`src/rtl/simple_log_udp_noc_write_if.sv`:
```
// Bus bundle between the traced client, the log writer and the log RAM write port.
// The slave modport is the log writer's view; the master modport is its environment.
interface simple_log_udp_noc_write_if #(
    parameter int ADDR_W = 10,
    parameter int DATA_W = 64,
    parameter int TS_W   = 32,
    parameter int DROP_W = 16
);
    logic                     log_in_val;
    logic [DATA_W-1:0]        log_in_data;
    logic                     log_in_rdy;
    logic                     log_enable;
    logic                     log_clear;
    logic                     log_wr_req_val;
    logic [ADDR_W-1:0]        log_wr_req_addr;
    logic [TS_W+DATA_W-1:0]   log_wr_req_data;
    logic                     log_wr_req_rdy;
    logic [ADDR_W-1:0]        curr_wr_addr;
    logic                     has_wrapped;
    logic [DROP_W-1:0]        log_drop_cnt;

    modport slave (
        input  log_in_val, log_in_data, log_enable, log_clear, log_wr_req_rdy,
        output log_in_rdy, log_wr_req_val, log_wr_req_addr, log_wr_req_data,
               curr_wr_addr, has_wrapped, log_drop_cnt
    );

    modport master (
        output log_in_val, log_in_data, log_enable, log_clear, log_wr_req_rdy,
        input  log_in_rdy, log_wr_req_val, log_wr_req_addr, log_wr_req_data,
               curr_wr_addr, has_wrapped, log_drop_cnt
    );
endinterface

```
`src/rtl/simple_log_udp_noc_write.sv`:
```
// Producer side of the simple log: timestamps client entries and writes them into the
// log RAM as a circular buffer, publishing the write pointer and wrap flag to the reader.
module simple_log_udp_noc_write #(
    parameter int ADDR_W       = 10,
    parameter int DATA_W       = 64,
    parameter int TS_W         = 32,
    parameter int STOP_ON_FULL = 0,
    parameter int DROP_W       = 16
) (
    input  logic                        clk,
    input  logic                        rst,
    simple_log_udp_noc_write_if.slave   io_bus
);
    localparam logic [ADDR_W-1:0] LAST_ADDR = '1;

    typedef enum logic {ST_EMPTY, ST_PENDING} state_t;

    state_t                   r_state;
    logic                     r_active;
    logic                     r_frozen;
    logic                     r_wrapped;
    logic [ADDR_W-1:0]        r_wr_addr;
    logic [TS_W-1:0]          r_ts;
    logic [TS_W+DATA_W-1:0]   r_entry;
    logic [DROP_W-1:0]        r_drop;

    logic w_hs;
    logic w_last_hs;
    logic w_freeze_now;
    logic w_rdy;
    logic w_accept;
    logic w_store;
    logic w_discard;

    function automatic logic [DROP_W-1:0] sat_inc(input logic [DROP_W-1:0] v);
        return (&v) ? v : v + 1'b1;
    endfunction

    // Handshake decode: RAM write completion, freeze point, and client acceptance.
    // An entry arriving in the same cycle as the final write of a stop-on-full log is
    // discarded, because the log freezes before it could ever be written.
    always_comb begin
        w_hs         = (r_state == ST_PENDING) && io_bus.log_wr_req_rdy;
        w_last_hs    = w_hs && (r_wr_addr == LAST_ADDR);
        w_freeze_now = r_frozen || ((STOP_ON_FULL != 0) && w_last_hs);
        w_rdy        = r_active && !io_bus.log_clear &&
                       (r_frozen || !io_bus.log_enable || (r_state == ST_EMPTY) || w_hs);
        w_accept     = io_bus.log_in_val && w_rdy;
        w_store      = w_accept && io_bus.log_enable && !w_freeze_now;
        w_discard    = w_accept && !w_store;
    end

    // Free-running timestamp; keeps counting through disable and clear.
    always_ff @(posedge clk or posedge rst) begin
        if (rst) r_ts <= '0;
        else     r_ts <= r_ts + 1'b1;
    end

    // Holds log_in_rdy low while in reset and releases it one cycle later.
    always_ff @(posedge clk or posedge rst) begin
        if (rst) r_active <= 1'b0;
        else     r_active <= 1'b1;
    end

    // Holding-register FSM, write pointer, wrap/freeze flags and drop counter.
    always_ff @(posedge clk or posedge rst) begin
        if (rst) begin
            r_state   <= ST_EMPTY;
            r_wr_addr <= '0;
            r_wrapped <= 1'b0;
            r_frozen  <= 1'b0;
            r_drop    <= '0;
        end else if (io_bus.log_clear) begin
            r_state   <= ST_EMPTY;
            r_wr_addr <= '0;
            r_wrapped <= 1'b0;
            r_frozen  <= 1'b0;
            r_drop    <= '0;
        end else begin
            if (w_hs)      r_wr_addr <= r_wr_addr + 1'b1;
            if (w_last_hs) r_wrapped <= 1'b1;
            r_frozen <= w_freeze_now;
            if (w_store)   r_state <= ST_PENDING;
            else if (w_hs) r_state <= ST_EMPTY;
            if (w_discard) r_drop <= sat_inc(r_drop);
        end
    end

    // Captures {timestamp, payload}; only loads on acceptance so it stays stable while pending.
    always_ff @(posedge clk or posedge rst) begin
        if (rst)          r_entry <= '0;
        else if (w_store) r_entry <= {r_ts, io_bus.log_in_data};
    end

    assign io_bus.log_in_rdy      = w_rdy;
    assign io_bus.log_wr_req_val  = (r_state == ST_PENDING);
    assign io_bus.log_wr_req_addr = r_wr_addr;
    assign io_bus.log_wr_req_data = r_entry;
    assign io_bus.curr_wr_addr    = r_wr_addr;
    assign io_bus.has_wrapped     = r_wrapped;
    assign io_bus.log_drop_cnt    = r_drop;
endmodule

```
`src/flat_wrapper.sv`:
```
// flat-port wrapper written by rule: the top's interface ports become plain ports
module simple_log_udp_noc_write_flat 
#(
    parameter int ADDR_W       = 10,
    parameter int DATA_W       = 64,
    parameter int TS_W         = 32,
    parameter int STOP_ON_FULL = 0,
    parameter int DROP_W       = 16
)
  (clk, rst, io_bus_log_in_val, io_bus_log_in_data, io_bus_log_enable, io_bus_log_clear, io_bus_log_wr_req_rdy, io_bus_log_in_rdy, io_bus_log_wr_req_val, io_bus_log_wr_req_addr, io_bus_log_wr_req_data, io_bus_curr_wr_addr, io_bus_has_wrapped, io_bus_log_drop_cnt);
  simple_log_udp_noc_write_if #(.ADDR_W(ADDR_W), .DATA_W(DATA_W), .TS_W(TS_W), .DROP_W(DROP_W)) io_bus_i ();
  input  logic clk;
  input  logic rst;
  input wire logic [$bits(io_bus_i.log_in_val)-1:0] io_bus_log_in_val;
  input wire logic [$bits(io_bus_i.log_in_data)-1:0] io_bus_log_in_data;
  input wire logic [$bits(io_bus_i.log_enable)-1:0] io_bus_log_enable;
  input wire logic [$bits(io_bus_i.log_clear)-1:0] io_bus_log_clear;
  input wire logic [$bits(io_bus_i.log_wr_req_rdy)-1:0] io_bus_log_wr_req_rdy;
  output wire logic [$bits(io_bus_i.log_in_rdy)-1:0] io_bus_log_in_rdy;
  output wire logic [$bits(io_bus_i.log_wr_req_val)-1:0] io_bus_log_wr_req_val;
  output wire logic [$bits(io_bus_i.log_wr_req_addr)-1:0] io_bus_log_wr_req_addr;
  output wire logic [$bits(io_bus_i.log_wr_req_data)-1:0] io_bus_log_wr_req_data;
  output wire logic [$bits(io_bus_i.curr_wr_addr)-1:0] io_bus_curr_wr_addr;
  output wire logic [$bits(io_bus_i.has_wrapped)-1:0] io_bus_has_wrapped;
  output wire logic [$bits(io_bus_i.log_drop_cnt)-1:0] io_bus_log_drop_cnt;
  assign io_bus_i.log_in_val = io_bus_log_in_val;
  assign io_bus_i.log_in_data = io_bus_log_in_data;
  assign io_bus_i.log_enable = io_bus_log_enable;
  assign io_bus_i.log_clear = io_bus_log_clear;
  assign io_bus_i.log_wr_req_rdy = io_bus_log_wr_req_rdy;
  assign io_bus_log_in_rdy = io_bus_i.log_in_rdy;
  assign io_bus_log_wr_req_val = io_bus_i.log_wr_req_val;
  assign io_bus_log_wr_req_addr = io_bus_i.log_wr_req_addr;
  assign io_bus_log_wr_req_data = io_bus_i.log_wr_req_data;
  assign io_bus_curr_wr_addr = io_bus_i.curr_wr_addr;
  assign io_bus_has_wrapped = io_bus_i.has_wrapped;
  assign io_bus_log_drop_cnt = io_bus_i.log_drop_cnt;
  simple_log_udp_noc_write #(.ADDR_W(ADDR_W), .DATA_W(DATA_W), .TS_W(TS_W), .STOP_ON_FULL(STOP_ON_FULL), .DROP_W(DROP_W)) u_core (.clk(clk), .rst(rst), .io_bus(io_bus_i));
endmodule
```
`config.mk`:
```
export PLATFORM = sky130hd
export DESIGN_NAME = simple_log_udp_noc_write_flat
export DESIGN_NICKNAME = d
export VERILOG_FILES = /design/src/rtl/simple_log_udp_noc_write_if.sv /design/src/rtl/simple_log_udp_noc_write.sv /design/src/flat_wrapper.sv
export SDC_FILE = /design/constraint.sdc
export NUM_CORES = 1
export LEC_CHECK = 0
export ABC_AREA = 1
export BUFFER_PORTS_ARGS = -buffer_cell sky130_fd_sc_hd__buf_2
export CELL_PAD_IN_SITES_DETAIL_PLACEMENT = 1
export CELL_PAD_IN_SITES_GLOBAL_PLACEMENT = 1
export CORE_AREA = 2 2 149 151
export DETAILED_ROUTE_END_ITERATION = 10
export DIE_AREA = 0 0 151 153
export PLACE_DENSITY = 0.72
export SKIP_CTS_REPAIR_TIMING = 1
export SYNTH_ARGS = -nofsm -noshare
export SYNTH_HDL_FRONTEND = slang
export SYNTH_SLANG_ARGS = --single-unit
```
`constraint.sdc`:
```
create_clock -name clk -period 4.5 [get_ports clk]
set_input_delay 0.225 -clock clk [delete_from_list [all_inputs] [get_ports clk]]
set_output_delay 0.225 -clock clk [all_outputs]
set_load 0.02 [all_outputs]
```
* Word-level counts from Yosys, hierarchy flattened
Index checks and enable logic that the tools add are counted.
** Operators by class
- Bitwise operators :: 1
- Reduce and logical (&&, ||, !) cells :: 18
- Equal/unequal tests :: 2
- Mux-type cells :: 10
- $add $sub $neg :: 3
** Operator list (number)
- $mux 16 :: 3
- $add 32x1->32 const B :: 1
- $mux 10 :: 2
- $add 16x1->16 const B :: 1
- $reduce_and 16->1 :: 1
- $add 10x1->10 const B :: 1
- $eq 10x10->1 const B :: 1
- $logic_and 1x1->1 :: 7
- $reduce_bool 2->1 :: 3
- $mux 1 :: 5
- $logic_not 1->1 :: 3
- $reduce_bool 3->1 :: 1
- $logic_or 1x1->1 :: 2
- $ne 2x2->1 const B :: 1
- $reduce_and 2->1 :: 1
- $not 1->1 :: 1
** Storage, ports and cells
- Register bits after elaboration :: 157
- Output and inout port bits :: 135
- Bits of input ports :: 70
- Word-level logic and storage cells :: 41

* Longest topological paths before layout
- Depth in word-level cells :: 10
- Mapped depth :: 9
- Depth with buffers taken out :: 9

* Worst setup path before layout
No wires, ideal clock.
- Path type :: flip-flop to flip-flop
- Start :: register u_core.r_drop[0] (netlist: u_core.io_bus.log_drop_cnt[0])
- End :: register u_core.r_drop[10] (netlist: u_core.io_bus.log_drop_cnt[10])
- Data arrival time :: 1403 ps
- Setup time :: 122 ps
- Required time :: 4378 ps
- Path slack :: 2975 ps
- Path buffers :: 1
- Cell stages (with the launch flop) :: 8
- Period minus slack after synthesis :: 1525 ps
- Cell sequence :: dfrtp_1 ha_1 nand3_2 inv_1 nand3_1 o21bai_2 buf_4 o21ai_1
** On the way
- Cells in the longest elaborated chain, start to end :: 4
- Elaborated cells on any way between the ends :: 7
- Those cells by class :: add/sub (1); eq/ne (1); mux (3); reduce/logical (2)
** RTL lines
- from (decl) :: RTL line simple_log_udp_noc_write.sv:25 : logic [DROP_W-1:0] r_drop;
- from (signal assigned) :: RTL line simple_log_udp_noc_write.sv:85 : if (w_discard) r_drop <= sat_inc(r_drop);
- $add 16x1->16 :: RTL line simple_log_udp_noc_write.sv:36 : return (&v) ? v : v + 1'b1;
- $mux 16 :: RTL line simple_log_udp_noc_write.sv:36
- $mux 16 :: RTL line simple_log_udp_noc_write.sv:85
- $mux 16 :: RTL line simple_log_udp_noc_write.sv:73 : end else if (io_bus.log_clear) begin
Several ways; a longest one is shown, not always the timed one. The select of a mux whose other input is x is not followed.
A chain may end at the register's enable or synchronous reset.

* Worst setup path in the final report
- Start :: register u_core.r_state (netlist: u_core.io_bus.log_wr_req_val)
- End :: register u_core.r_entry[72] (netlist: u_core.io_bus.log_wr_req_data[72])
** On the way
- Cells in the longest elaborated chain, start to end :: 6
- Elaborated cells on any way between the ends :: 7
- Those cells by class :: bitwise (1); reduce/logical (6)
** RTL lines
- from (decl) :: RTL line simple_log_udp_noc_write.sv:18 : state_t r_state;
- from (signal assigned) :: RTL line simple_log_udp_noc_write.sv:68 : r_state <= ST_EMPTY;
- from (signal assigned) :: RTL line simple_log_udp_noc_write.sv:74 : r_state <= ST_EMPTY;
- from (signal assigned) :: RTL line simple_log_udp_noc_write.sv:83 : if (w_store) r_state <= ST_PENDING;
- $not 1->1 :: RTL line simple_log_udp_noc_write.sv:47 : (r_frozen || !io_bus.log_enable || (r_state == ST_EMPTY) || w_hs);
- $logic_or 1x1->1 :: RTL line simple_log_udp_noc_write.sv:47
- $logic_or 1x1->1 (*) :: RTL line simple_log_udp_noc_write.sv:47
- $logic_and 1x1->1 (*) :: RTL line simple_log_udp_noc_write.sv:46 : w_rdy = r_active && !io_bus.log_clear &&
- $logic_and 1x1->1 (*) :: RTL line simple_log_udp_noc_write.sv:48 : w_accept = io_bus.log_in_val && w_rdy;
- $logic_and 1x1->1 (*) :: RTL line simple_log_udp_noc_write.sv:49 : w_store = w_accept && io_bus.log_enable && !w_freeze_now;
- to (signal assigned) :: RTL line simple_log_udp_noc_write.sv:92 : else if (w_store) r_entry <= {r_ts, io_bus.log_in_data};
- to (decl) :: RTL line simple_log_udp_noc_write.sv:24 : logic [TS_W+DATA_W-1:0] r_entry;
Every way passes the cells marked *; elsewhere a longest branch is shown, timed or not.

==> flow_summary.yaml <==
run_status:
  status: "finished, violations left"
  violations: "hold timing"
setup_path:
  crit_family: "simple AND/OR/NAND/NOR gates"
  r2r-end: "u_core.io_bus.log_wr_req_data[72]$_DFFE_PP0P_"
  r2r_cells: 6
  startpoint: "u_core.io_bus.log_wr_req_val$_DFFE_PP0P_"
  r2r-start: "u_core.io_bus.log_wr_req_val$_DFFE_PP0P_"
  start_kind: "flop"
  critPathMaxStageDelay_ns: 0.63
  worst-path-max-fanout: 58
  crit_arrival_ns: 2.44
  path_depth: 6
  cp_cell_sequence: "inv_1, or2_1, nand4_4, buf_4, nand2_1, o21ai_0"
  r2r_slack_ns: 2.34
  worst-setup-path-type: "reg -> reg"
  worst-path-buf-inv: 2
  crit_path_end: "u_core.io_bus.log_wr_req_data[72]$_DFFE_PP0P_"
  cp_slowest_cell: "nand4_4"
  end_kind: "flop"
  crit_required_ns: 4.78
pwr:
  power_frac_seq_pct: 44.1
  ir_worst_vdd_mv: 0.237
  p_per_area_mw_per_mm2: 408
  p_int_w: 0.00257
  power_switching_share_pct: 29.4
  pwr-share-comb_pct: 14.4
  switchingPower_w: 0.00107
  clkPwrFrac_pct: 41.4
  p_total_w: 0.00365
  leakage_nw: 4.75
sta:
  setup_tns_ns: 0
  setup_viol_count_final: 0
  min_period_ns: 2.16
  hold_viol: 35
  whs_ns: -0.0522
  post-route-period-util_pct: 48.0
  finalClockSkew_ns: 0.0159
  rsz0062_at_grt: "false"
  max_slew_margin_pct: 43.3
  max_freq_mhz: 463
  worst_slew_pin_slew_ns: 0.850
  drv_slew: 0
clock_tree:
  root_buffer: "clkbuf_16"
  clk_pin_slew_worst_paths_ns: 0.07
  cts.sinks: 157
  cts_buffer_depth: 2
  cts_tree: "built"
  cts_buffers: 17
  clk_latency_ns: 0.43
  htreeDepth: 4
detailed_routing:
  drc: 0
  wl_per_cell_um: 14.6
  wl_um: 19400
  dr.pass1.iters: 4
  vias: 6087
  drtAntennaViolNets: 0
  drt_iter0_markers: 161
  viasPerCell: 4.56
place:
  place.gp.congestion: 0.900
  post_dp_cell_area_mm2: 0.00832
  hpwl_um: 14300
  io_buffers: 204
synth:
  synth-edff-count: 0
  synth_flop_cell: "dfrtp_1"
  synth_area_mm2: 0.00717
  synth_seq_area_share_pct: 54.8
  ys_types: 35
  synth.area.top_cells: "dfrtp_1, nand2_1, inv_1"
  async_flop_share_pct: 100
  syn-num-nets: 922
  avgSynthCellArea_um2: 8.45
  ys_ff_latch: 157
  synth_warnings: 0
  synth_top_cell_by_area: "dfrtp_1"
  synth_top_area_share_pct: 54.8
  netlist_instances: 849
worst_hold_path:
  hold_path_class: "in -> async"
die:
  io_pins: 205
  initial_core_util_pct: 33.4
  dieArea_mm2: 0.0231
  die_h_um: 153
  die_width_um: 151
  coreArea_mm2: 0.0215
  rows: 54
final_layout:
  area_delta_synth_final_pct: 24.6
  drive_gt1_share_pct: 25.5
  nets: 1115
  design_area_mm2: 0.00893
grt:
  grt_max_degree: 104
  antenna_found_initial: 1
  grt_first_pass_wirelength_um: 31600
  grt_pass1_vias: 6236
  overflow: 0
  grtUsageTotal_pct: 17.2
run:
  cap_violations: 0
## synth_stat cells, drive strengths merged, types with 3 or more instances
| cell type | number |
|---|---|
| nand2 | 251 |
| dfrtp | 157 |
| inv | 129 |
| o21ai | 113 |
| nor2 | 70 |
| buf | 32 |
| nand3 | 30 |
| xor2 | 23 |
| nor3 | 14 |
| nand4 | 7 |
| a21oi | 6 |
| xnor2 | 4 |
| ha | 3 |
## how the worst min path moves through the flow
stage | from | to | depth (start not counted)
global route | io_bus_log_in_data[55] | u_core.io_bus.log_wr_req_data[55]$_DFFE_PP0P_ | 3
detailed placement | u_core.r_ts[31]$_DFF_PP0_ | u_core.r_ts[31]$_DFF_PP0_ | 2
global placement | u_core.r_ts[31]$_DFF_PP0_ | u_core.r_ts[31]$_DFF_PP0_ | 2
floorplan | io_bus_log_in_data[25] | u_core.io_bus.log_wr_req_data[25]$_DFFE_PP0P_ | 2
CTS | rst | u_core.io_bus.log_wr_req_data[23]$_DFFE_PP0P_ | 2
finish | rst | u_core.io_bus.log_wr_req_data[50]$_DFFE_PP0P_ | 2
## metrics by stage
stage          worst slack [ns]  cells  utilization, %  hold WS [ns]
2_1_floorplan            0.0401    849               -         0.354
3_3_place_gp               2.42   1303            38.7         0.453
3_5_place_dp               2.32   1303            38.7         0.464
4_1_cts                    2.28   1335            41.6       0.00310
5_1_grt                    2.10   1336            41.6        0.0175
6_report                   2.34   1336            41.6       -0.0522
## kinds of logic after synthesis
group,synth area share (%)
buffers and inverters,10.8
AOI/OAI and AO/OA,8.78
other,0.0523
DFF,54.8
and+or+nand+nor,21.8
xor gates and xnor gates,3.30
adders and majority gates,0.524
## per-layer routing
metal	vias up	track usage, %	part of all wire (%)
met5	-	0	0
li1	3000	-	-
met1	2946	20.0	42
met2	119	31.5	52
met4	0	4.41	1.5
met3	22	4.12	4.2
## placed cells by master (no fill, tap or decap), drive strengths merged, types with 3 or more instances in the layout
| cell type | n |
|---|---|
| xnor2 | 4 |
| o21ai | 113 |
| inv | 136 |
| nand2 | 251 |
| nand3 | 30 |
| nor3 | 14 |
| ha | 3 |
| xor2 | 23 |
| nor2 | 70 |
| a21oi | 6 |
| clkinv | 4 |
| dfrtp | 157 |
| clkbuf | 18 |
| buf | 208 |
| nand4 | 7 |
## registers in the layout (all words and copies together), names as in the netlist
name / flops
u_core.io_bus.curr_wr_addr: 10
u_core.io_bus.has_wrapped: 1
u_core.io_bus.log_drop_cnt: 16
u_core.io_bus.log_wr_req_data: 96
u_core.io_bus.log_wr_req_val: 1
u_core.r_active: 1
u_core.r_ts: 32
## power groups by stage
stage          logic, W  registers [W]  clock network [W]
2_1_floorplan  0.000153        0.00180                  0
3_3_place_gp   0.000522        0.00164                  0
3_5_place_dp   0.000539        0.00164                  0
4_1_cts        0.000540        0.00161            0.00156
5_1_grt        0.000582        0.00163            0.00162
6_report       0.000527        0.00161            0.00151
## layout make-up
type                       count  area, um2
antenna                        1       2.50
sequential                   157       3930
multi-input combinational    528       2480
clock inverter                14        175
fill                        2629      12600
tap                          280        350
timing repair buffer         208       1060
inverter                     130        494
clock buffer                  18        439
Note: power is estimated with default switching activity, not from simulation.
